### src/rtl/mult_ctrl_fsm.sv
// Control FSM for the 8-iteration shift-add multiplier: sequences the iteration
// counter and datapath enables, with a start/ready/done handshake and a carryout watchdog.
module mult_ctrl_fsm #(
  parameter int WDOG_MAX = 15,
  parameter int WDOG_W   = 4
) (
  input  logic clk,
  input  logic rst,
  input  logic start,
  input  logic carryout,
  input  logic mbit,
  input  logic err_clr,
  output logic initcnt,
  output logic encnt,
  output logic ld_a,
  output logic ld_b,
  output logic clr_acc,
  output logic add_en,
  output logic shift_en,
  output logic ready,
  output logic busy,
  output logic done,
  output logic err
);

  typedef enum logic [2:0] {
    S_IDLE = 3'd0,
    S_ARM  = 3'd1,
    S_INIT = 3'd2,
    S_CALC = 3'd3,
    S_DONE = 3'd4,
    S_ERR  = 3'd5
  } state_t;

  state_t            state_q, state_d;
  logic [WDOG_W-1:0] wdog_q, wdog_d;
  logic [WDOG_W-1:0] wdog_inc;
  logic              trip;
  logic              strobe_ok;

  // Saturating increment; trip on the CALC cycle that brings the count to WDOG_MAX.
  assign wdog_inc = (wdog_q == {WDOG_W{1'b1}}) ? wdog_q : wdog_q + 1'b1;
  assign trip     = (state_q == S_CALC) && !carryout && (wdog_inc == WDOG_W'(WDOG_MAX));

  always_ff @(posedge clk or posedge rst) begin
    if (rst) begin
      state_q <= S_IDLE;
      wdog_q  <= '0;
    end else begin
      state_q <= state_d;
      wdog_q  <= wdog_d;
    end
  end

  always_comb begin
    state_d = state_q;
    wdog_d  = wdog_q;
    case (state_q)
      S_IDLE: if (start) state_d = S_ARM;
      S_ARM:  if (!start) state_d = S_INIT;
      S_INIT: begin
        wdog_d  = '0;
        state_d = S_CALC;
      end
      S_CALC: begin
        wdog_d = wdog_inc;
        if (carryout)  state_d = S_DONE;
        else if (trip) state_d = S_ERR;
      end
      S_DONE: state_d = S_IDLE;
      S_ERR:  if (err_clr) state_d = S_IDLE;
      default: state_d = S_IDLE;
    endcase
  end

  // Iteration strobes drop on the carryout cycle so the counter sees exactly 8 enables.
  assign strobe_ok = (state_q == S_CALC) && !carryout && !trip;

  always_comb begin
    initcnt  = 1'b0;
    encnt    = 1'b0;
    ld_a     = 1'b0;
    ld_b     = 1'b0;
    clr_acc  = 1'b0;
    add_en   = 1'b0;
    shift_en = 1'b0;
    ready    = 1'b0;
    busy     = 1'b0;
    done     = 1'b0;
    err      = 1'b0;
    case (state_q)
      S_IDLE: ready = 1'b1;
      S_ARM: begin
        ld_a = 1'b1;
        ld_b = 1'b1;
      end
      S_INIT: begin
        initcnt = 1'b1;
        clr_acc = 1'b1;
        busy    = 1'b1;
      end
      S_CALC: begin
        busy     = 1'b1;
        encnt    = strobe_ok;
        shift_en = strobe_ok;
        add_en   = strobe_ok & mbit;
      end
      S_DONE: done = 1'b1;
      S_ERR:  err  = 1'b1;
      default: ready = 1'b0;
    endcase
  end

endmodule

### config.mk
export PLATFORM = sky130hd
export DESIGN_NAME = mult_ctrl_fsm
export DESIGN_NICKNAME = d
export VERILOG_FILES = /design/src/rtl/mult_ctrl_fsm.sv
export SDC_FILE = /design/constraint.sdc
export NUM_CORES = 1
export LEC_CHECK = 0
export CORE_AREA = 5 5 42 44
export DETAILED_ROUTE_END_ITERATION = 10
export DIE_AREA = 0 0 47 49
export GPL_ROUTABILITY_DRIVEN = 0
export PLACE_DENSITY_LB_ADDON = 0.05
export SLEW_MARGIN = 20
export SYNTH_ARGS = -nofsm -noshare
export SYNTH_HDL_FRONTEND = slang
export SYNTH_SLANG_ARGS = --single-unit
### constraint.sdc
create_clock -name clk -period 4.3 [get_ports clk]
set_input_delay 0.86 -clock clk [delete_from_list [all_inputs] [get_ports clk]]
set_output_delay 0.86 -clock clk [all_outputs]
set_load 0.1 [all_outputs]
### Word level (Yosys, flattened, before mapping)

Cells that the tools add are included.

* equal/unequal tests: 11
* bitwise gates (word level): 1
* $add $sub $neg: 1
* reductions and logical operators: 9
* muxes and demuxes: 16

Operators with widths (number)
* two-way mux 3 bit: 5
* case mux 3 bit (5 select lines): 1
* equality test 4 bit, second input constant: 2
* two-way mux 1 bit: 8
* case mux 4 bit (2 select lines): 1
* equality test 3 x 2 -> 1 bit, second input constant: 2
* equality test 3 bit, second input constant: 2
* != test 2 bit, second input constant: 3
* adder 4 x 1 -> 4 bit, second input constant: 1
* two-way mux 4 bit: 1
* AND reduction 4 bit: 1
* equality test 3 x 1 -> 1 bit, second input constant: 1
* logical AND 1 bit: 3
* zero test 3 bit: 1
* != test 3 bit, second input constant: 1
* zero test 1 bit: 2
* nonzero test 2 bit: 1
* OR reduction 2 bit: 1
* AND 1 bit: 1

* word-level logic and storage cells: 40
* output and inout bits: 11
* bits in registers: 7

### Longest topological paths before layout

Gate-level depths: netlist of run 1.

* word-level depth: 8
* gate-level depth with buffers: 5
* mapped depth without buffers: 4

### Least setup slack after synthesis of run 1

No wires, ideal clock.

* path kind: reg-to-output
* start point: reg state_q[0]
* end point: out ld_b
* required time: 3.440 ns
* buffers on the path: 2
* arrival time: 3.473 ns
* stages on the path, launching flop included: 4
* path slack: -0.033 ns
* path through: dfrtp_1 > clkbuf_1 > nor3b_1 > buf_4

* cells in the longest elaborated chain, start to end: 2

Ends and longest elaborated chain
* from (decl): line 35 `state_t state_q, state_d;`
* from (signal assigned): line 50 `state_q <= state_d;`
* equality test 3 x 1 -> 1 bit
* two-way mux 1 bit
* to (decl): line 16 `output logic ld_b,`

No other way between the ends.

### Final worst setup path of run 1

* start point: reg state_q[2]
* end point: out initcnt

* cells in the longest elaborated chain, start to end: 2

Ends and longest elaborated chain
* equality test 3 x 2 -> 1 bit: line 91 `case (state_q)`
* two-way mux 1 bit: line 91
* to (decl): line 13 `output logic initcnt,`

No other way between the ends.

==> results of run 1 <==
-- area by class of cell --
type,instances,area [um2],share of cell area
repair buffers,16,153,0.238
well taps,16,20.0,0.0312
inverters,3,11.3,0.0175
multi-input cells,39,256,0.400
flip-flops and latches,7,175,0.273
clock buffers,4,26.3,0.0409
-- layer usage --
layer | part of all wire | GRT usage
met1 | 0.47 | 0.150
met2 | 0.45 | 0.127
met3 | 0.063 | 0.0221
met4 | 0.012 | 0.0415
met5 | 0 | 0
-- state kept, by name (all words and copies together) (netlist names) --
name,count
state_q,3
wdog_q,4
-- cells in the final DEF, fill, tap and decap left out, types with 2 or more instances in the layout --
cell,count
buf_4,3
inv_1,3
a21oi_1,3
clkbuf_4,3
nand3_1,2
clkdlybuf4s50_1,13
o21ai_0,4
nor2_1,5
nand3b_1,2
dfrtp_1,7
nor3b_1,2
nand2_1,4
-- cells by family (layout without fill, tap and decap cells) --
family	Yosys count	in the layout	share of synthesized area
xor gates and xnor gates	1	1	0.0187
muxes	1	1	0.0240
buffers and inverters	8	23	0.0906
AOI/OAI and AO/OA	13	13	0.187
DFF	7	7	0.373
adders and majority gates	1	1	0.0267
and+or+nand+nor	23	23	0.280
-- path summary, 6_finish.rpt --
kind / from / end / slack [ns] / cells after the start
worst min register to register: wdog_q[1] / wdog_q[1] / 0.57 / 1
worst max register to register: wdog_q[0] / state_q[1] / 2.70 / 4
min in group asynchronous: rst / wdog_q[2] / 0.84 / 2
max in group asynchronous: rst / wdog_q[3] / 3.24 / 2
worst min-delay path: wdog_q[1] / wdog_q[1] / 0.57 / 1
worst max-delay path: state_q[2] / initcnt / 1.15 / 3
-- worst max-delay path, stage by stage, from the launching register on --
cell and delay (ns):
dfrtp_1 0.45, nand2b_1 0.24, nor2_1 0.18, clkdlybuf4s50_1 1.16
-- metrics by stage --
stage / cells / hold WS (ns)
2_1_floorplan: 54 / 0.524
3_3_place_gp: 81 / 0.559
3_5_place_dp: 81 / 0.556
4_1_cts: 85 / 0.572
5_1_grt: 85 / 0.583
6_report: 85 / 0.575
==> impl_metrics.ini, run 1 <==
[status]
outcome = finished, final reports clean

[routing]
wire_per_inst_um = 11.6
detail-route-antenna-nets = 0
via_per_inst = 5.09
drt_pass1_iterations = 4
drt_wl_total_um = 988
vias = 433
drt_iter0_markers = 11
post-route-drc-count = 0

[timing]
timing.final.ws_setup_ns = 1.15
setup_tns_ns = 0
relSlewSlack = 0.353
skew_ns = 0.00511
rsz0062_at_grt = false
min_period_ns = 3.15
finalMaxSlewViolations = 0
fin_crit_sh = 0.732
worstMarginPinSlew_ns = 0.967
hold_viol = 0
max_freq_mhz = 318
setup_viol = 0

[clocking]
cts_tree = yes
cts_repair_resize_count = 0
clk_pin_slew_ns = 0.05
cts_htree_levels = 1
cts.path.max_buffers = 2
post_cts_buffers = 0
cts.sinks = 7
ctsHoldBuffers = 0
cts_buffers = 3
clockRootBuffer = clkbuf_4
clock_latency_ns = 0.25

[final_layout]
design_area_um2 = 642
layout-drive-gt1-share = 0.159
area_growth_pct = 36.8
nets = 77
final_util = 0.458
fill_cells = 137
diodes = 0

[hold_path]
hp-class = reg -> reg

[yosys]
ys_seq_area_frac = 0.373
ys_types = 28
yosysMostFrequentCell = dfrtp_1
ys_ff_latch = 7
syn-instance-count = 54
yosysTopAreaCell = dfrtp_1
netlist_area_um2 = 469
avgSynthCellArea_um2 = 8.69
async_flop_share = 1.00
synthFlopType = dfrtp_1
synth_edf_count = 0
syn_nets = 61
synth.top_cell.area_share = 0.373
synth.area.top_cells = dfrtp_1, buf_4, nor3b_1
yosysWarningCount = 0
yosys-top-cells-count = dfrtp_1, nor2_1, nand2_1, o21ai_0

[run]
cap_violations = 0

[die]
die_h_um = 49
start_util = 0.335
rows = 14
coreArea_um2 = 1400
dieArea_um2 = 2300
ios = 17
die_x_um = 47

[grt]
grt_max_degree = 14
antenna_found_initial = 0
grt_pass1_wl_um = 1680
grt_overflow = 0
grt_pass1_vias = 365
grt.total_usage = 0.0978

[critical_path]
crit_type = reg -> out
endpoint_kind = output pin
worstPathArrival_ns = 2.29
worstPathRequired_ns = 3.44
crit_fanout = 9
cp-start-kind = flop

[placement]
dpl.hpwl_um = 779
place_area_um2 = 616
portBuffers = 16
detailedPlace.worstSlack_ns = 1.42
Power of run 1 is left out: the tool's default activity adds up to more than one toggle a clock period on the data nets, which glitch-free logic cannot reach.
==> run 2: changes to the inputs <==
clock period = 3.21 ns   (was 4.3 ns; I/O delays follow)
==> impl_metrics.ini, run 2 (synthesized netlist as in run 1, its figures left out) <==
[critical_path]
cp-start-kind = flop
reg2reg_to = state_q[1]
slowest_delay_ns = 0.40
r2r_cells = 4
cp_cell_sequence = ha_1 > nand2_1 > o32a_1 > and2_2 > buf_12
worstPathRequired_ns = 2.57
crit_fanout = 6
timing.rr.start = wdog_q[0]
rrSetupSlack_ns = 1.65
crit_type = reg -> out
slowest_stage = dfrtp_1
worstPathArrival_ns = 1.83
endpoint_kind = output pin

[routing]
vias = 453
post-route-drc-count = 0
wire_per_inst_um = 12.4
drt_iter0_markers = 4
via_per_inst = 5.33
drt_wl_total_um = 1050
detail-route-antenna-nets = 0
drt_pass1_iterations = 4

[final_layout]
largest_reg_flops = 4
final_cell_mix = buf_4, dfrtp_1, nor2_1, clkdlybuf4s50_1
area_growth_pct = 42.7
design_area_um2 = 669
diodes = 0
reg.largest.list = wdog_q (4), state_q (3)
final_common_cell = buf_4
nets = 77
layout-drive-gt1-share = 0.304
final_cells = 85
largest-register = wdog_q

[clocking]
clock_latency_ns = 0.25
clockRootBuffer = clkbuf_4
post_cts_buffers = 0
cts_tree = yes
ctsHoldBuffers = 0
clk_pin_slew_ns = 0.05
cts_buffers = 3
cts.path.max_buffers = 2
cts_repair_resize_count = 0
cts.sinks = 7
cts_htree_levels = 1

[placement]
dpl.hpwl_um = 822
place_area_um2 = 643
detailedPlace.worstSlack_ns = 0.919
dp.cells = 81
portBuffers = 16

[die]
start_util = 0.335
dieArea_um2 = 2300
die_h_um = 49
coreArea_um2 = 1400
rows = 14
die_x_um = 47
ios = 17

[timing]
max_freq_mhz = 405
fin_crit_sh = 0.770
worstMarginPinSlew_ns = 0.381
finalMaxSlewViolations = 0
setup_viol = 0
hold_viol = 0
timing.final.ws_setup_ns = 0.740
skew_ns = 0.00110
setup_tns_ns = 0
relSlewSlack = 0.746
min_period_ns = 2.47
rsz0062_at_grt = false

[grt]
grt.total_usage = 0.116
grt_max_degree = 14
antenna_found_initial = 0
grt_pass1_wl_um = 1960
grt_overflow = 0
grt_pass1_vias = 451

[hold_path]
hp-start = wdog_q[1]
hold_end = wdog_q[1]
min_path_cells = 1
hp-class = reg -> reg

[run]
cap_violations = 0

[status]
outcome = finished, final reports clean
-- run 2: through the flow --
| step | util | hold slack [ns] |
|---|---|---|
| 6_report | 0.478 | 0.566 |
| 5_1_grt | 0.478 | 0.599 |
| 3_5_place_dp | 0.459 | 0.560 |
| 2_1_floorplan | - | 0.445 |
| 4_1_cts | 0.478 | 0.571 |
| 3_3_place_gp | 0.459 | 0.555 |
-- run 2: worst max-delay path by stage --
stage / depth (start not counted) / startpoint / endpoint
after global routing: 5 / wdog_q[0] / encnt
after CTS: 5 / wdog_q[0] / shift_en
final: 5 / wdog_q[0] / shift_en
after detailed placement: 4 / carryout / shift_en
after floorplan: 3 / state_q[2] / initcnt
after global placement: 4 / carryout / encnt
-- run 2: critical path: cells and delay by family (launching register included) --
family / cells / cell delay, ns
AO/OA/AOI/OAI: 1 / 0.38
flip-flops: 1 / 0.40
buffers and inverters: 1 / 0.17
adder cells (fa/ha/maj): 1 / 0.30
AND/OR/NAND/NOR: 2 / 0.33
-- run 2: area by class of cell --
cell class	instances	area, um2
clock buffers	4	26.3
multi-input cells	39	267
flip-flops and latches	7	175
well taps	16	20.0
fillers	145	732
inverters	3	11.3
repair buffers	16	170
-- run 2: per-layer routing --
| layer | share of wire | GRT usage |
|---|---|---|
| met1 | 0.40 | 0.152 |
| met4 | 0.029 | 0.0829 |
| met3 | 0.059 | 0.0221 |
| met5 | 0 | 0 |
| met2 | 0.51 | 0.163 |
Power of run 2 is left out for the same reason.
==> run 3: changes to the inputs <==
clock period = 2.5 ns   (was 3.21 ns; I/O delays follow)
==> impl_metrics.ini, run 3 (synthesized netlist as in run 1, its figures left out) <==
[critical_path]
rrSetupSlack_ns = 0.96
reg2reg_to = state_q[1]
crit_fanout = 6
endpoint_kind = output pin
worstPathArrival_ns = 1.82
crit_type = reg -> out
worstPathRequired_ns = 2.00
r2r_cells = 4
cp-start-kind = flop
timing.rr.start = wdog_q[0]

[timing]
min_period_ns = 2.32
skew_ns = 0.00717
worstMarginPinSlew_ns = 0.398
fin_crit_sh = 0.929
finalMaxSlewViolations = 0
max_freq_mhz = 431
setup_viol = 0
whs_ns = 0.480
hold_viol = 0
rsz0062_at_grt = false
setup_tns_ns = 0
timing.final.ws_setup_ns = 0.177
relSlewSlack = 0.735

[grt]
grt_pass1_vias = 436
grt_pass1_wl_um = 1900
grt_overflow = 0
grt_max_degree = 14
antenna_found_initial = 0
grt.total_usage = 0.116

[routing]
drt_wl_total_um = 1080
wire_per_inst_um = 12.7
drt_pass1_iterations = 4
post-route-drc-count = 0
vias = 438
via_per_inst = 5.15
detail-route-antenna-nets = 0
drt_iter0_markers = 9

[die]
rows = 14
coreArea_um2 = 1400
ios = 17
die_x_um = 47
dieArea_um2 = 2300
start_util = 0.335
die_h_um = 49

[clocking]
cts_repair_resize_count = 0
cts_buffers = 3
clock_latency_ns = 0.25
clk_pin_slew_ns = 0.06
cts.sinks = 7
post_cts_buffers = 0
cts_tree = yes
clockRootBuffer = clkbuf_4
cts_htree_levels = 1
cts.path.max_buffers = 2
ctsHoldBuffers = 0

[final_layout]
final_common_cell = dfrtp_1
nets = 77
layout-drive-gt1-share = 0.319
area_growth_pct = 51.2
design_area_um2 = 709
final_cell_mix = dfrtp_1, buf_12, clkdlybuf4s50_1, buf_4
largest_reg_flops = 4
reg.largest.list = wdog_q (4), state_q (3)
largest-register = wdog_q
diodes = 0

[placement]
detailedPlace.worstSlack_ns = 0.461
place_area_um2 = 683
portBuffers = 16
dpl.hpwl_um = 842

[run]
cap_violations = 0

[status]
outcome = finished, final reports clean

[hold_path]
hp-class = in -> async
## run 3: cell count changes in the layout (fill, tap and decap cells not counted)
cell / before / now
buf_4: 8 / 5
nor2_2: 0 / 1
buf_12: 3 / 6
nor2_1: 5 / 4
## run 3: worst max-delay path by stage
stage / startpoint / endpoint / slack, ns
after floorplan: state_q[0] / ld_b / -0.43
after global placement: carryout / add_en / 0.47
after detailed placement: wdog_q[0] / encnt / 0.46
after CTS: wdog_q[0] / encnt / 0.18
after global routing: wdog_q[0] / shift_en / 0.06
final: wdog_q[0] / encnt / 0.18
## run 3: final cells by class
| cell class | count | area [um2] |
|---|---|---|
| timing repair buffer | 16 | 208 |
| inverter | 3 | 11.3 |
| clock buffer | 4 | 26.3 |
| tap | 16 | 20.0 |
| multi-input combinational | 39 | 269 |
| sequential | 7 | 175 |
| fill | 142 | 692 |
## run 3: layer usage
layer / GRT usage / routed length [um]
met1: 0.150 / 468
met2: 0.156 / 515
met3: 0.0332 / 68
met4: 0.0829 / 26
met5: 0 / 0
## run 3: through the flow
| stage | util | std cells |
|---|---|---|
| CTS | 0.506 | 85 |
| detailed placement | 0.488 | 81 |
| finish | 0.506 | 85 |
| global placement | 0.488 | 81 |
| floorplan | - | 54 |
| global route | 0.506 | 85 |
## run 3: worst max-delay path, stage by stage, from the launching register on
cell and delay, ns:
dfrtp_1 0.40, ha_1 0.29, nand2_1 0.10, o32a_1 0.38, and2_2 0.23, buf_12 0.17
Power of run 3 is left out for the same reason.
